$ cat src/rtl/uart_tx_fifo.sv
// uart_tx_fifo: byte FIFO plus launch sequencer sitting in front of uart_tx.
// Producers write at full clock rate; bytes are handed to uart_tx one at a time
// over its tx_start/data_in/busy handshake.
module uart_tx_fifo #(
    parameter int unsigned DEPTH        = 16,
    parameter int unsigned ADDR_W       = 4,
    parameter int unsigned BUSY_TIMEOUT = 8
) (
    input  logic              clk,
    input  logic              rst_n,
    input  logic              i_wr_en,
    input  logic [7:0]        i_wr_data,
    output logic              o_full,
    output logic              o_empty,
    output logic [ADDR_W:0]   o_count,
    output logic              o_overflow,
    input  logic              i_ovf_clr,
    output logic              o_tx_start,
    output logic [7:0]        o_data_in,
    input  logic              i_busy
);

    localparam int unsigned TMO_W = $clog2(BUSY_TIMEOUT + 1);
    localparam logic [ADDR_W:0] FULL_CNT = (ADDR_W + 1)'(DEPTH);
    localparam logic [TMO_W-1:0] TMO_LOAD = TMO_W'(BUSY_TIMEOUT);

    typedef enum logic [1:0] {
        StIdle,
        StStart,
        StWaitBusy,
        StWaitDone
    } state_t;

    logic [7:0]        r_mem [DEPTH];
    logic [ADDR_W-1:0] r_wp;
    logic [ADDR_W-1:0] r_rp;
    logic [ADDR_W:0]   r_count;
    logic              r_overflow;
    state_t            r_state;
    logic [TMO_W-1:0]  r_tmo;
    logic              r_tx_start;
    logic [7:0]        r_data_in;

    logic w_full;
    logic w_empty;
    logic w_wr_ok;
    logic w_pop;

    // Flags come from the registered count only, so they lag the causing edge by one.
    assign w_full  = (r_count == FULL_CNT);
    assign w_empty = (r_count == '0);
    // A write while full is dropped even if a pop happens on the same edge.
    assign w_wr_ok = i_wr_en & ~w_full;
    // Never pop into a busy transmitter, whoever is driving it.
    assign w_pop   = (r_state == StIdle) & ~w_empty & ~i_busy;

    assign o_full     = w_full;
    assign o_empty    = w_empty;
    assign o_count    = r_count;
    assign o_overflow = r_overflow;
    assign o_tx_start = r_tx_start;
    assign o_data_in  = r_data_in;

    // Storage array; contents are don't-care after reset, so no reset here.
    always_ff @(posedge clk) begin
        if (w_wr_ok) begin
            r_mem[r_wp] <= i_wr_data;
        end
    end

    // Pointers and occupancy counter.
    always_ff @(posedge clk or negedge rst_n) begin
        if (!rst_n) begin
            r_wp    <= '0;
            r_rp    <= '0;
            r_count <= '0;
        end else begin
            if (w_wr_ok) begin
                r_wp <= r_wp + 1'b1;
            end
            if (w_pop) begin
                r_rp <= r_rp + 1'b1;
            end
            unique case ({w_wr_ok, w_pop})
                2'b10:   r_count <= r_count + 1'b1;
                2'b01:   r_count <= r_count - 1'b1;
                default: r_count <= r_count;
            endcase
        end
    end

    // Sticky overflow flag; a dropped write beats a simultaneous clear.
    always_ff @(posedge clk or negedge rst_n) begin
        if (!rst_n) begin
            r_overflow <= 1'b0;
        end else if (i_wr_en && w_full) begin
            r_overflow <= 1'b1;
        end else if (i_ovf_clr) begin
            r_overflow <= 1'b0;
        end
    end

    // Launch sequencer with registered tx_start/data_in.
    always_ff @(posedge clk or negedge rst_n) begin
        if (!rst_n) begin
            r_state    <= StIdle;
            r_tmo      <= '0;
            r_tx_start <= 1'b0;
            r_data_in  <= 8'h00;
        end else begin
            r_tx_start <= 1'b0;
            unique case (r_state)
                StIdle: begin
                    if (w_pop) begin
                        r_data_in  <= r_mem[r_rp];
                        r_tx_start <= 1'b1;
                        r_state    <= StStart;
                    end
                end
                StStart: begin
                    r_tmo   <= TMO_LOAD;
                    r_state <= StWaitBusy;
                end
                StWaitBusy: begin
                    if (i_busy) begin
                        r_state <= StWaitDone;
                    end else begin
                        r_tmo <= r_tmo - 1'b1;
                        // Transmitter never answered: treat the byte as sent.
                        if (r_tmo <= TMO_W'(1)) begin
                            r_state <= StIdle;
                        end
                    end
                end
                StWaitDone: begin
                    if (!i_busy) begin
                        r_state <= StIdle;
                    end
                end
                default: r_state <= StIdle;
            endcase
        end
    end

endmodule
$ cat config.mk
export PLATFORM = sky130hd
export DESIGN_NAME = uart_tx_fifo
export DESIGN_NICKNAME = d
export VERILOG_FILES = /design/src/rtl/uart_tx_fifo.sv
export SDC_FILE = /design/constraint.sdc
export NUM_CORES = 1
export LEC_CHECK = 0
export CORE_UTILIZATION = 35
export CTS_CLUSTER_SIZE = 24
export DETAILED_ROUTE_END_ITERATION = 10
export GPL_ROUTABILITY_DRIVEN = 0
export SYNTH_ARGS = -nofsm -noshare
export SYNTH_HDL_FRONTEND = slang
export SYNTH_SLANG_ARGS = --single-unit
$ cat constraint.sdc
create_clock -name clk -period 3.7 [get_ports clk]
set_input_delay 0.555 -clock clk [delete_from_list [all_inputs] [get_ports clk]]
set_output_delay 0.555 -clock clk [all_outputs]
set_load 0.01 [all_outputs]
== After elaboration in Yosys (flattened, before gate mapping) ==
Memory sizes are Yosys's and may differ from the RTL's. A register that Yosys moved wholly into a read port is not among the register bits.
Index checks and enable logic that the tools add are counted.

* Word-level logic and storage cells: 54
* Output and inout port bits: 17
* Register bits: 21
* Memories kept: 1
* RAM bits: 128
* Memory bits (read-only): 0
* Bits in latches: 0

{| class="wikitable"
|+ Memories
! memory !! words !! width !! rd ports !! clocked after memory_dff !! write ports !! line !! source
|-
| r_mem || 16 || 8 || 1 || 1 || 1 || 34 || <nowiki>logic [7:0] r_mem [DEPTH];</nowiki>
|}

* Equal/unequal tests: 10
* Add/sub/neg operators: 5
* Reductions and logical operators: 10
* Muxes and demuxes: 14
* Multiply operators: 0
* Divide/modulo/power cells: 0
* Order comparisons: 1
* Shifts and indexed selects: 0
* Bitwise gates (word level): 6

{| class="wikitable"
|+ Operators by type and width
! cell !! count
|-
| $pmux W5 S2 || 1
|-
| $add A4 B1 Y4 const B || 2
|-
| $mux W2 || 4
|-
| $pmux W2 S4 || 1
|-
| $pmux W4 S2 || 1
|-
| $eq A2 B2 Y1 const B || 3
|-
| $mux W1 || 6
|-
| $ne A2 B2 Y1 const B || 3
|-
| $reduce_bool A2 Y1 || 3
|-
| $add A5 B1 Y5 const B || 1
|-
| $eq A5 B5 Y1 const B || 1
|-
| $logic_not A5 Y1 || 1
|-
| $sub A5 B1 Y5 const B || 1
|-
| $eq A2 B1 Y1 const B || 2
|-
| $le A4 B1 Y1 const B || 1
|-
| $mux W4 || 1
|-
| $reduce_and A2 Y1 || 2
|-
| $sub A4 B1 Y4 const B || 1
|-
| $and A1 B1 Y1 || 3
|-
| $ne A3 B3 Y1 const B || 1
|-
| $not A1 Y1 || 3
|-
| $reduce_and A3 Y1 || 1
|-
| $logic_not A2 Y1 || 1
|-
| $logic_and A1 B1 Y1 || 1
|-
| $logic_not A1 Y1 || 1
|}

== Depth between registers and ports, before layout ==
Gate-level depths: netlist (run 1).

* Depth in word-level cells: 6
* Mapped depth: 12

== Worst setup path before layout (run 1) ==
Ideal clock, no wire load.

* Kind: register -> register
* Start point: register r_count[1], in the netlist o_count[1]
* End point: register r_count[4], in the netlist o_count[4]
* Data required time: 3620 ps
* Data arrival time: 2792 ps
* Library setup time: 80 ps
* Stages on the path, launching flop included: 13
* Clock period less this slack: 2872 ps
* Setup slack: 828 ps
* Cells stage by stage: dfrtp_1 buf_6 or4_4 o21ai_2 inv_1 ha_1 clkbuf_1 xor2_1 ha_1 a21boi_0 o32ai_1 nor4b_1 xnor2_1

* Cells in the longest elaborated chain, start to end: 6

{| class="wikitable"
|+ Ends and longest elaborated chain
! item !! line !! source
|-
| start: declaration || 37 || <nowiki>logic [ADDR_W:0] r_count;</nowiki>
|-
| start signal: assignment || 85 || <nowiki>2'b10: r_count <= r_count + 1'b1;</nowiki>
|-
| start signal: assignment || 86 || <nowiki>2'b01: r_count <= r_count - 1'b1;</nowiki>
|-
| start signal: assignment || 87 || <nowiki>default: r_count <= r_count;</nowiki>
|-
| $logic_not A5 Y1 * || 51 || <nowiki>assign w_empty = (r_count == '0);</nowiki>
|-
| $not A1 Y1 * || 55 || <nowiki>assign w_pop = (r_state == StIdle) & ~w_empty & ~i_busy;</nowiki>
|-
| $and A1 B1 Y1 * (2 in series) || 55 ||
|-
| via w_pop || 47 || <nowiki>logic w_pop;</nowiki>
|-
| $eq A2 B1 Y1 or $eq A2 B2 Y1 (tied branches) || 84 || <nowiki>unique case ({w_wr_ok, w_pop})</nowiki>
|-
| $pmux W5 S2 or $reduce_bool A2 Y1 (tied branches) || - ||
|}

Mark *: on every way through the listed nets, which the timed path passes. The rest lies on a longest branch.
A chain may end at the register's enable or synchronous reset.

== Worst setup path after layout (run 1) ==
Same ends and word-level chain as after synthesis.

==> impl_results.md, run 1 <==
- Storage cell area: around 4600 um^2
- TritonCTS clock tree: built
- Synth Register Bits: ~160
- Gr usage total: 0.1374
- CP Depth: 9
- Multi-input gate area: ~1800 um^2
- Yosys cell types: 43
- Area Growth Syn to Fin: 17.88%
- Yosys top cell by area: edfxtp_1
- Worst path cell trace: or4_4 > o21ai_2 > inv_1 > ha_1 > ha_1 > or4b_2 > o32ai_1 > nor4b_1 > xnor2_1
- Detailed Route WL: roughly 12,000 um
- Via count: between 3,000 and 4,000
- CP required: between 3000 and 4000 ps
- Leakage: around 2.7 nW
- Initial DRC Count: between 200 and 300
- Router iterations before antenna repair: 10
- # hold bufs at CTS: 0
- Crit path launch type: register
- Worst path bufs/invs: 1
- Worst-margin pin slew: ~1000 ps
- Sink Count: 157
- Largest stage delay, worst path: 630 ps
- RSZ-0062 raised after global routing: no
- Kind of critical path: register to register
- YS warnings: 0
- Ant. Diodes: 0
- Status: complete, but fails checks
- Pins Over Slew Limit: 0
- PnR worst setup slack: ~650 ps
- Worst Path Max Fanout: 13
- Synth top area share: 0.5863
- Worst EP arrival: between 3000 and 4000 ps
- First-pass GRT wire length: approximately 19,000 um
- Gr ovfl total: 0
- Slowest CP cell: or4b_2
- Vias per inst: between 4 and 5
- WHS Path Cells: 2
- CTS Buf Count: 17
- Worst hold path type: register to register
- PnR Total Power: 5.807 mW
- Mean area per synthesized cell: 17.62 um^2
- Hpwl dp: ~7800 um
- R2R depth: 9
- I/O pin count: 30
- Core area: 18,150 um^2
- # fillers: ~1,600
- Top post-synthesis cells by area: edfxtp_1 (59%), dfrtp_1 (11%), mux4_2 (7.6%)
- Violated checks: DRC
- # DRC: 3
- Crit path capture type: register
- Fmax: around 0.33 GHz
- Fin nets: 443
- H-tree depth: 4
- Synthesized Nets: 396
- Clock slew at reported path FFs: approximately 60 ps
- Clock Latency Late Sink: around 420 ps
- Max-cap violation count: 0
- Cell family with most CP delay: simple AND/OR/NAND/NOR gates
- Die area: between 15,000 and 20,000 um^2
- Row cnt: 49
- Period utilization: 0.8253
- PD cells: 751.3 nW/um^2
- Synth cell count leaders: edfxtp_1 (128), dfrtp_1 (29), nand2_1 (23)
- Share of flip-flops with an asynchronous set or reset: 0.1847
- Post-CTS setup buffer count: 0
- Die X: around 140 um
- Die height: between 100 and 150 um
- Final hold violations: 0
- Slew headroom: 0.3174
- Share of layout cells above drive strength 1: 0.1898
- Post-CTS sizing: 0
- Cell count after synthesis: about 370
- Final setup viols: 0
- Most numerous cell in the Yosys netlist: edfxtp_1
- Initial antenna violation count: 0
- Initial Utilization: 0.3613
- Placement Setup Slack: approximately 410 ps
- Clk buf depth: 2
- Root Driver: clkbuf_16
- Tmin final: 3054 ps
- Final ANT Viol Nets: 0
- Clock Skew: 7.471 ps
- Most frequent CP cell: ha_1
- Mapped cell area: approximately 6600 um^2
- Synth Flop Type: edfxtp_1
- Sequential element share of the synthesized area: 0.6969
- Wirelength per Cell: ~18 um
- Number of global-route vias before repair: approximately 3,300
- IO buf count: 29
- Worst VDD drop: about 0.33 mV
- Largest net degree at the start of global routing: 28
- Number of synthesized flops with an enable pin: around 130
- Post-route setup TNS: 0 ps
==> cell usage in the layout (no fill, tap or decap), types with 3 or more instances in the layout <==
| cell type | count |
|---|---|
| edfxtp_1 | 128 |
| clkdlybuf4s50_1 | 29 |
| dfrtp_1 | 28 |
| nand2_1 | 23 |
| nor2_1 | 22 |
| mux4_2 | 22 |
| buf_4 | 19 |
| clkbuf_16 | 17 |
| mux2i_1 | 15 |
| o21ai_0 | 14 |
| inv_1 | 11 |
| ha_1 | 11 |
| mux4_1 | 10 |
| xnor2_1 | 8 |
| mux2_2 | 8 |
| a21oi_1 | 8 |
| nor3_1 | 7 |
| nand2b_1 | 5 |
| clkbuf_1 | 4 |
| xor2_1 | 3 |
| o32ai_1 | 3 |
| bufinv_16 | 3 |
==> stage by stage <==
stage / instance area, um^2 / util / cells / hold slack [ps]
6_report: 7729 / 0.4259 / 661 / 487.2
5_1_grt: 7729 / 0.4259 / 661 / 513.0
4_1_cts: 7729 / 0.4259 / 661 / 494.3
3_5_place_dp: 7133 / 0.3931 / 629 / 477.3
3_3_place_gp: 7133 / 0.3931 / 629 / 470.1
2_1_floorplan: 6556 / - / 372 / 259.4
==> where the power goes <==
| group | total [mW] | internal (mW) | leakage [nW] | switching [mW] |
|---|---|---|---|---|
| logic | 1.52 | 0.834 | 0.912 | 0.690 |
| registers | 2.54 | 2.20 | 1.51 | 0.344 |
| clock network | 1.74 | 1.08 | 0.285 | 0.661 |
| total | 5.81 | 4.11 | 2.71 | 1.69 |
==> registers in the layout, summed over array words and instances (netlist names) <==
register and flops:
o_tx_start 1, o_overflow 1, r_state 2, r_mem 128, r_rp 4, o_data_in 8, o_count 5, r_tmo 4
r_wp 4
==> routing by layer <==
metal / part of all wire / up-vias / global-route usage
met5: 0 / - / 0
met4: 0.0084 / 0 / 0.04561
met3: 0.056 / 10 / 0.03936
met2: 0.48 / 73 / 0.2190
met1: 0.45 / 1640 / 0.1808
li1: - / 1546 / -
==> tightest hold or removal path: stages (launching register included) <==
cell and delay [ps]:
dfrtp_1 350, nand2_1 50, o21ai_0 60
==> cell families after synthesis <==
logic type	count (synthesis)	share of synthesized area
muxes	55	0.1523
DFF	157	0.6969
buffers and inverters	31	0.02824
and+or+nand+nor	73	0.05401
xor gates and xnor gates	11	0.01470
adders and majority gates	11	0.02099
AOI/OAI and AO/OA	34	0.03283
==> final cells by class <==
type,instances,share of cell area
multi-input cells,184,0.2331
well taps,229,0.03707
clock inverters,10,0.01829
flip-flops and latches,157,0.5914
clock buffers,22,0.05877
repair buffers,48,0.05601
inverters,11,0.005342
==> path summary, 6_finish.rpt <==
kind / startpoint / to / slack (ps)
max: o_count[1] / o_count[4] / 650
min: o_data_in[1] / o_data_in[1] / 490
max reg2reg: o_count[1] / o_count[4] / 650
min reg2reg: o_data_in[1] / o_data_in[1] / 490
max in group asynchronous: rst_n / r_wp[2] / 2440
min in group asynchronous: rst_n / r_state[0] / 560
Note: power is estimated with default switching activity, not from simulation.
==> run 2: changes to the inputs <==
clock period = 3.2 ns   (was 3.7 ns; I/O delays follow)
==> impl_results.md, run 2 (same netlist as run 1, synthesis figures left out) <==
- Status: complete, but fails checks (unchanged)
- Violated checks: DRC (unchanged)
- RSZ-0062 raised after global routing: no (unchanged)
- Post-route cell area: 7750 um^2 (was 7729 um^2)
- Largest stage delay, worst path: 640 ps (was 630 ps)
- Final ANT Viol Nets: 0 (unchanged)
- Area Growth Syn to Fin: 18.21% (was 17.88%)
- Worst hold path type: register to register (unchanged)
- CP required: 3490 ps (was 3990 ps)
- Worst EP arrival: 3300 ps (was 3350 ps)
- Crit path capture type: register (unchanged)
- Fin nets: 455 (was 443)
- Most frequent cells in the layout: edfxtp_1 (128), buf_4 (31), clkdlybuf4s50_1 (29), dfrtp_1 (28), nand2_1 (23) (was edfxtp_1 (128), clkdlybuf4s50_1 (29), dfrtp_1 (28), nand2_1 (23))
- TritonCTS clock tree: built (unchanged)
- Largest reg by FF count: r_mem (unchanged)
- Sink Count: 157 (unchanged)
- Die height: 138.9 um (unchanged)
- IO buf count: 29 (unchanged)
- Worst VDD drop: 0.4300 mV (was 0.3266 mV)
- Initial DRC Count: 187 (was 253)
- Root Driver: clkbuf_16 (unchanged)
- Worst path cell trace: or4_4 > o21ai_2 > inv_1 > ha_1 > ha_1 > or4b_2 > o32ai_1 > nor4b_2 > xnor2_1 (was or4_4 > o21ai_2 > inv_1 > ha_1 > ha_1 > or4b_2 > o32ai_1 > nor4b_1 > xnor2_1)
- CTS Buf Count: 17 (unchanged)
- # DRC: 4 (was 3)
- Slowest CP cell: or4b_2 (unchanged)
- Post-route setup TNS: 0 ps (unchanged)
- First-pass GRT wire length: 19,590 um (was 19,290 um)
- # hold bufs at CTS: 0 (unchanged)
- Share of layout cells above drive strength 1: 0.2059 (was 0.1898)
- Max-cap violation count: 0 (unchanged)
- Core area: 18,150 um^2 (unchanged)
- Most frequent CP cell: ha_1 (unchanged)
- Worst Path Max Fanout: 9 (was 13)
- Leading cell type in the layout, fill and taps excluded: edfxtp_1 (unchanged)
- Worst-margin pin slew: 950.4 ps (was 1024 ps)
- PD cells: 845.8 nW/um^2 (was 751.3 nW/um^2)
- Period utilization: 0.9401 (was 0.8253)
- H-tree depth: 4 (unchanged)
- Fmax: 0.3324 GHz (was 0.3275 GHz)
- Wirelength per Cell: 18.19 um (was 18.42 um)
- Final hold violations: 0 (unchanged)
- Kind of critical path: register to register (unchanged)
- Largest net degree at the start of global routing: 21 (was 28)
- Initial Utilization: 0.3613 (unchanged)
- Clock Skew: 6.629 ps (was 7.471 ps)
- Slew headroom: 0.3644 (was 0.3174)
- Hpwl dp: 8141 um (was 7844 um)
- Final setup viols: 0 (unchanged)
- Router iterations before antenna repair: 7 (was 10)
- Initial antenna violation count: 0 (unchanged)
- Via count: 3,314 (was 3,269)
- # fillers: 1,606 (was 1,573)
- Pins Over Slew Limit: 0 (unchanged)
- Leakage: 2.728 nW (was 2.707 nW)
- Area after DPL: 7223 um^2 (was 7133 um^2)
- Detailed Route WL: 12,210 um (was 12,170 um)
- Die area: 19,280 um^2 (unchanged)
- Crit path launch type: register (unchanged)
- Clock Latency Late Sink: 410 ps (was 420 ps)
- Number of global-route vias before repair: 3,424 (was 3,304)
- Clock slew at reported path FFs: 60 ps (about the same)
- Vias per inst: 4.939 (was 4.946)
- Die X: 138.9 um (unchanged)
- Largest register FFs: 128 (unchanged)
- Ant. Diodes: 0 (unchanged)
- Gr ovfl total: 0 (unchanged)
- Clk buf depth: 2 (unchanged)
- Tmin final: 3008 ps (was 3054 ps)
- Gr usage total: 0.1383 (was 0.1374)
- I/O pin count: 30 (unchanged)
- Row cnt: 49 (unchanged)
==> run 2: cell types whose count changed in the layout (fill, tap and decap cells not counted), sizes merged <==
cell and change:
clkinv +1, bufinv -2, clkbuf -1, buf +12, inv -1, clkinvlp +1
==> run 2: layer usage <==
| metal | track usage | routed length [um] | vias to the layer above |
|---|---|---|---|
| met2 | 0.2166 | 5774 | 65 |
| li1 | - | - | 1570 |
| met3 | 0.04178 | 637 | 8 |
| met5 | 0 | 0 | - |
| met4 | 0.04035 | 101 | 0 |
| met1 | 0.1861 | 5692 | 1671 |
==> run 2: final cells by class <==
cell class,instances,area (um^2),area share
clock buffers,21,440.4,0.05683
clock inverters,9,73.82,0.009525
inverters,11,41.29,0.005328
multi-input cells,184,1814,0.2341
flip-flops and latches,157,4571,0.5898
well taps,229,286.5,0.03697
repair buffers,60,523.0,0.06748
==> run 2: worst paths after layout <==
| path | startpoint | to | slack (ps) | cells past startpoint |
|---|---|---|---|---|
| min | o_data_in[6] | o_data_in[6] | 480 | 2 |
| max | o_count[0] | o_count[4] | 190 | 9 |
| min in group asynchronous | rst_n | o_count[3] | 600 | 1 |
| max in group asynchronous | rst_n | r_state[1] | 1940 | 2 |
| min reg2reg | o_data_in[6] | o_data_in[6] | 480 | 2 |
| max reg2reg | o_count[0] | o_count[4] | 190 | 9 |
==> run 2: repair_timing <==
| action | CTS | global route |
|---|---|---|
| setup endpoints to repair | 0 | 1 |
| setup buffers | 0 | 0 |
| resized for setup | 0 | 2 |
==> run 2: worst max-delay path: cells and delay by family (launching register included) <==
| kind | cells | cell delay, ps |
|---|---|---|
| AO/OA/AOI/OAI | 2 | 310 |
| XOR/XNOR | 1 | 140 |
| adder cells (fa/ha/maj) | 2 | 570 |
| buffers and inverters | 1 | 110 |
| flip-flops | 1 | 450 |
| AND/OR/NAND/NOR | 3 | 1320 |
==> run 2: power by group <==
part / switching, mW / total, mW / internal [mW]
clock: 0.727 / 1.77 / 1.05
sequential: 0.310 / 2.85 / 2.54
combinational: 0.907 / 1.93 / 1.02
==> run 2: stage by stage <==
step                      worst slack [ps]  hold WS [ps]  power (mW)  std cells    util
final                                191.7         475.3       6.555        671  0.4271
after global routing                 11.20         489.5       6.936        671  0.4271
after CTS                            210.4         482.0       6.640        671  0.4264
after detailed placement             93.57         474.1       4.852        641  0.3980
after global placement               276.2         471.3       4.782        641  0.3980
after floorplan                      328.0         184.4       4.205        372       -
==> run 3: changes to the inputs <==
CTS_CLUSTER_SIZE = 28   (was 24)
PLACE_DENSITY = 0.56   (was default)
SLEW_MARGIN = 0   (was default)
==> impl_results.md, run 3 (same netlist as run 1, synthesis figures left out) <==
- Post-route setup TNS: 0 ps (unchanged)
- Tmin final: 3038 ps (was 3008 ps)
- Most frequent CP cell: ha_1 (unchanged)
- Leading cell type in the layout, fill and taps excluded: edfxtp_1 (unchanged)
- Placement Setup Slack: 79.26 ps (was 93.57 ps)
- Most frequent cells in the layout: edfxtp_1 (128), buf_4 (33), clkdlybuf4s50_1 (29), dfrtp_1 (28), nand2_1 (23) (was edfxtp_1 (128), buf_4 (31), clkdlybuf4s50_1 (29), dfrtp_1 (28), nand2_1 (23))
- Final Core Density: 0.4322 (was 0.4271)
- Final ANT Viol Nets: 0 (unchanged)
- TritonCTS clock tree: built (unchanged)
- Placed cells: 643 (was 641)
- IO buf count: 29 (unchanged)
- Core area: 18,150 um^2 (unchanged)
- Die X: 138.9 um (unchanged)
- Worst-margin pin slew: 594.2 ps (was 950.4 ps)
- Share of layout cells above drive strength 1: 0.2265 (was 0.2059)
- Gr usage total: 0.1434 (was 0.1383)
- CTS Buf Count: 17 (unchanged)
- First-pass GRT wire length: 20,280 um (was 19,590 um)
- Worst VDD drop: 0.4154 mV (was 0.4300 mV)
- Violated checks: DRC (unchanged)
- PnR Total Power: 6.823 mW (was 6.555 mW)
- Period utilization: 0.9492 (was 0.9401)
- Worst hold path type: input pin to asynchronous set/reset pin (was register to register)
- Clock Skew: 19.48 ps (was 6.629 ps)
- Hpwl dp: 8305 um (was 8141 um)
- H-tree depth: 4 (unchanged)
- Multi-input gate area: 1808 um^2 (was 1814 um^2)
- Area Growth Syn to Fin: 19.62% (was 18.21%)
- Slowest CP cell: or4b_2 (unchanged)
- Worst Path Max Fanout: 6 (was 9)
- Largest register FFs: 128 (unchanged)
- Pins Over Slew Limit: 0 (unchanged)
- Leakage: 2.793 nW (was 2.728 nW)
- Kind of critical path: register to register (unchanged)
- R2R depth: 9 (unchanged)
- Die height: 138.9 um (unchanged)
- # fillers: 1,572 (was 1,606)
- Number of global-route vias before repair: 3,489 (was 3,424)
- Detailed Route WL: 12,780 um (was 12,210 um)
- Crit path launch type: register (unchanged)
- Reg2reg start: o_count[0] (unchanged)
- Gr ovfl total: 0 (unchanged)
- Worst EP arrival: 3340 ps (was 3300 ps)
- PnR worst setup slack: 162.4 ps (was 191.7 ps)
- Crit path capture type: register (unchanged)
- Fmax: 0.3292 GHz (was 0.3324 GHz)
- Final hold violations: 0 (unchanged)
- CP Launch Point: o_count[0] (unchanged)
- Final setup viols: 0 (unchanged)
- Status: complete, but fails checks (unchanged)
- Largest stage delay, worst path: 630 ps (was 640 ps)
- Row cnt: 49 (unchanged)
- Wirelength per Cell: 18.94 um (was 18.19 um)
- Via count: 3,415 (was 3,314)
- Final Non-Filler Cells: 675 (was 671)
- Max-cap violation count: 0 (unchanged)
- Clk buf depth: 2 (unchanged)
- Clock slew at reported path FFs: 60 ps (about the same)
- Largest net degree at the start of global routing: 30 (was 21)
- Slew headroom: 0.6026 (was 0.3644)
- # DRC: 3 (was 4)
- PD cells: 870.0 nW/um^2 (was 845.8 nW/um^2)
- Clock Latency Late Sink: 420 ps (was 410 ps)
- I/O pin count: 30 (unchanged)
- Root Driver: clkbuf_16 (unchanged)
- Fin nets: 457 (was 455)
- Initial DRC Count: 199 (was 187)
- Die area: 19,280 um^2 (unchanged)
- Ant. Diodes: 0 (unchanged)
- WHS: 459.4 ps (was 475.3 ps)
- CP required: 3500 ps (was 3490 ps)
- Initial antenna violation count: 0 (unchanged)
- # hold bufs at CTS: 0 (unchanged)
- Largest reg by FF count: r_mem (unchanged)
- Area after DPL: 7238 um^2 (was 7223 um^2)
- Initial Utilization: 0.3613 (unchanged)
- Worst path cell trace: or4_4 > o21ai_2 > inv_1 > ha_1 > ha_1 > or4b_2 > o32ai_1 > nor4b_2 > xnor2_1 (unchanged)
- Router iterations before antenna repair: 7 (unchanged)
- Storage cell area: 4571 um^2 (unchanged)
- Post-route cell area: 7843 um^2 (was 7750 um^2)
- Vias per inst: 5.059 (was 4.939)
- Sink Count: 157 (unchanged)
[run 3: cell count changes in the layout (fill, tap and decap cells not counted), sizes merged]
| cell | previous run | this run |
|---|---|---|
| clkinvlp | 3 | 1 |
| buf | 31 | 33 |
| inv | 11 | 19 |
| bufinv | 1 | 2 |
| clkinv | 5 | 4 |
| clkbuf | 21 | 17 |
[run 3: cell type report]
type	count	share of cell area
clock buffers	17	0.05424
flip-flops and latches	157	0.5828
inverters	11	0.005265
well taps	229	0.03653
multi-input cells	184	0.2305
repair buffers	62	0.06860
clock inverters	15	0.02202
[run 3: worst paths after layout]
check / endpoint / slack, ps
max reg2reg: o_count[4] / 160
min in group clk: o_data_in[5] / 480
max in group asynchronous: r_rp[0] / 2430
min: o_count[0] / 460
max: o_count[4] / 160
min reg2reg: o_data_in[5] / 480
[run 3: report_power, final]
part | switching (mW) | total (mW) | internal (mW)
logic | 1.01 | 2.02 | 1.02
registers | 0.220 | 2.76 | 2.54
clock network | 0.864 | 2.04 | 1.18
total | 2.09 | 6.82 | 4.73
[run 3: worst max-delay path, delay by kind of cell (launching register included)]
family                     cells  cell delay (ps)
xor gates and xnor gates       1              150
AOI/OAI and AO/OA              2              360
DFF                            1              440
and+or+nand+nor                3             1330
adders and majority gates      2              520
buffers and inverters          1              110
[run 3: per-layer routing]
metal	routed length [um]	GRT usage	part of all wire	up-vias
met5	0	0	0	-
met4	119	0.04620	0.0093	0
met3	557	0.04627	0.044	10
met2	6457	0.2392	0.51	81
met1	5651	0.1769	0.44	1749
li1	-	-	-	1575
[run 3: timing repair]
item,in CTS,in global routing
setup buffers,0,0
endpoints found under the hold margin,0,0
setup endpoints to repair,0,1
resized for setup,0,1
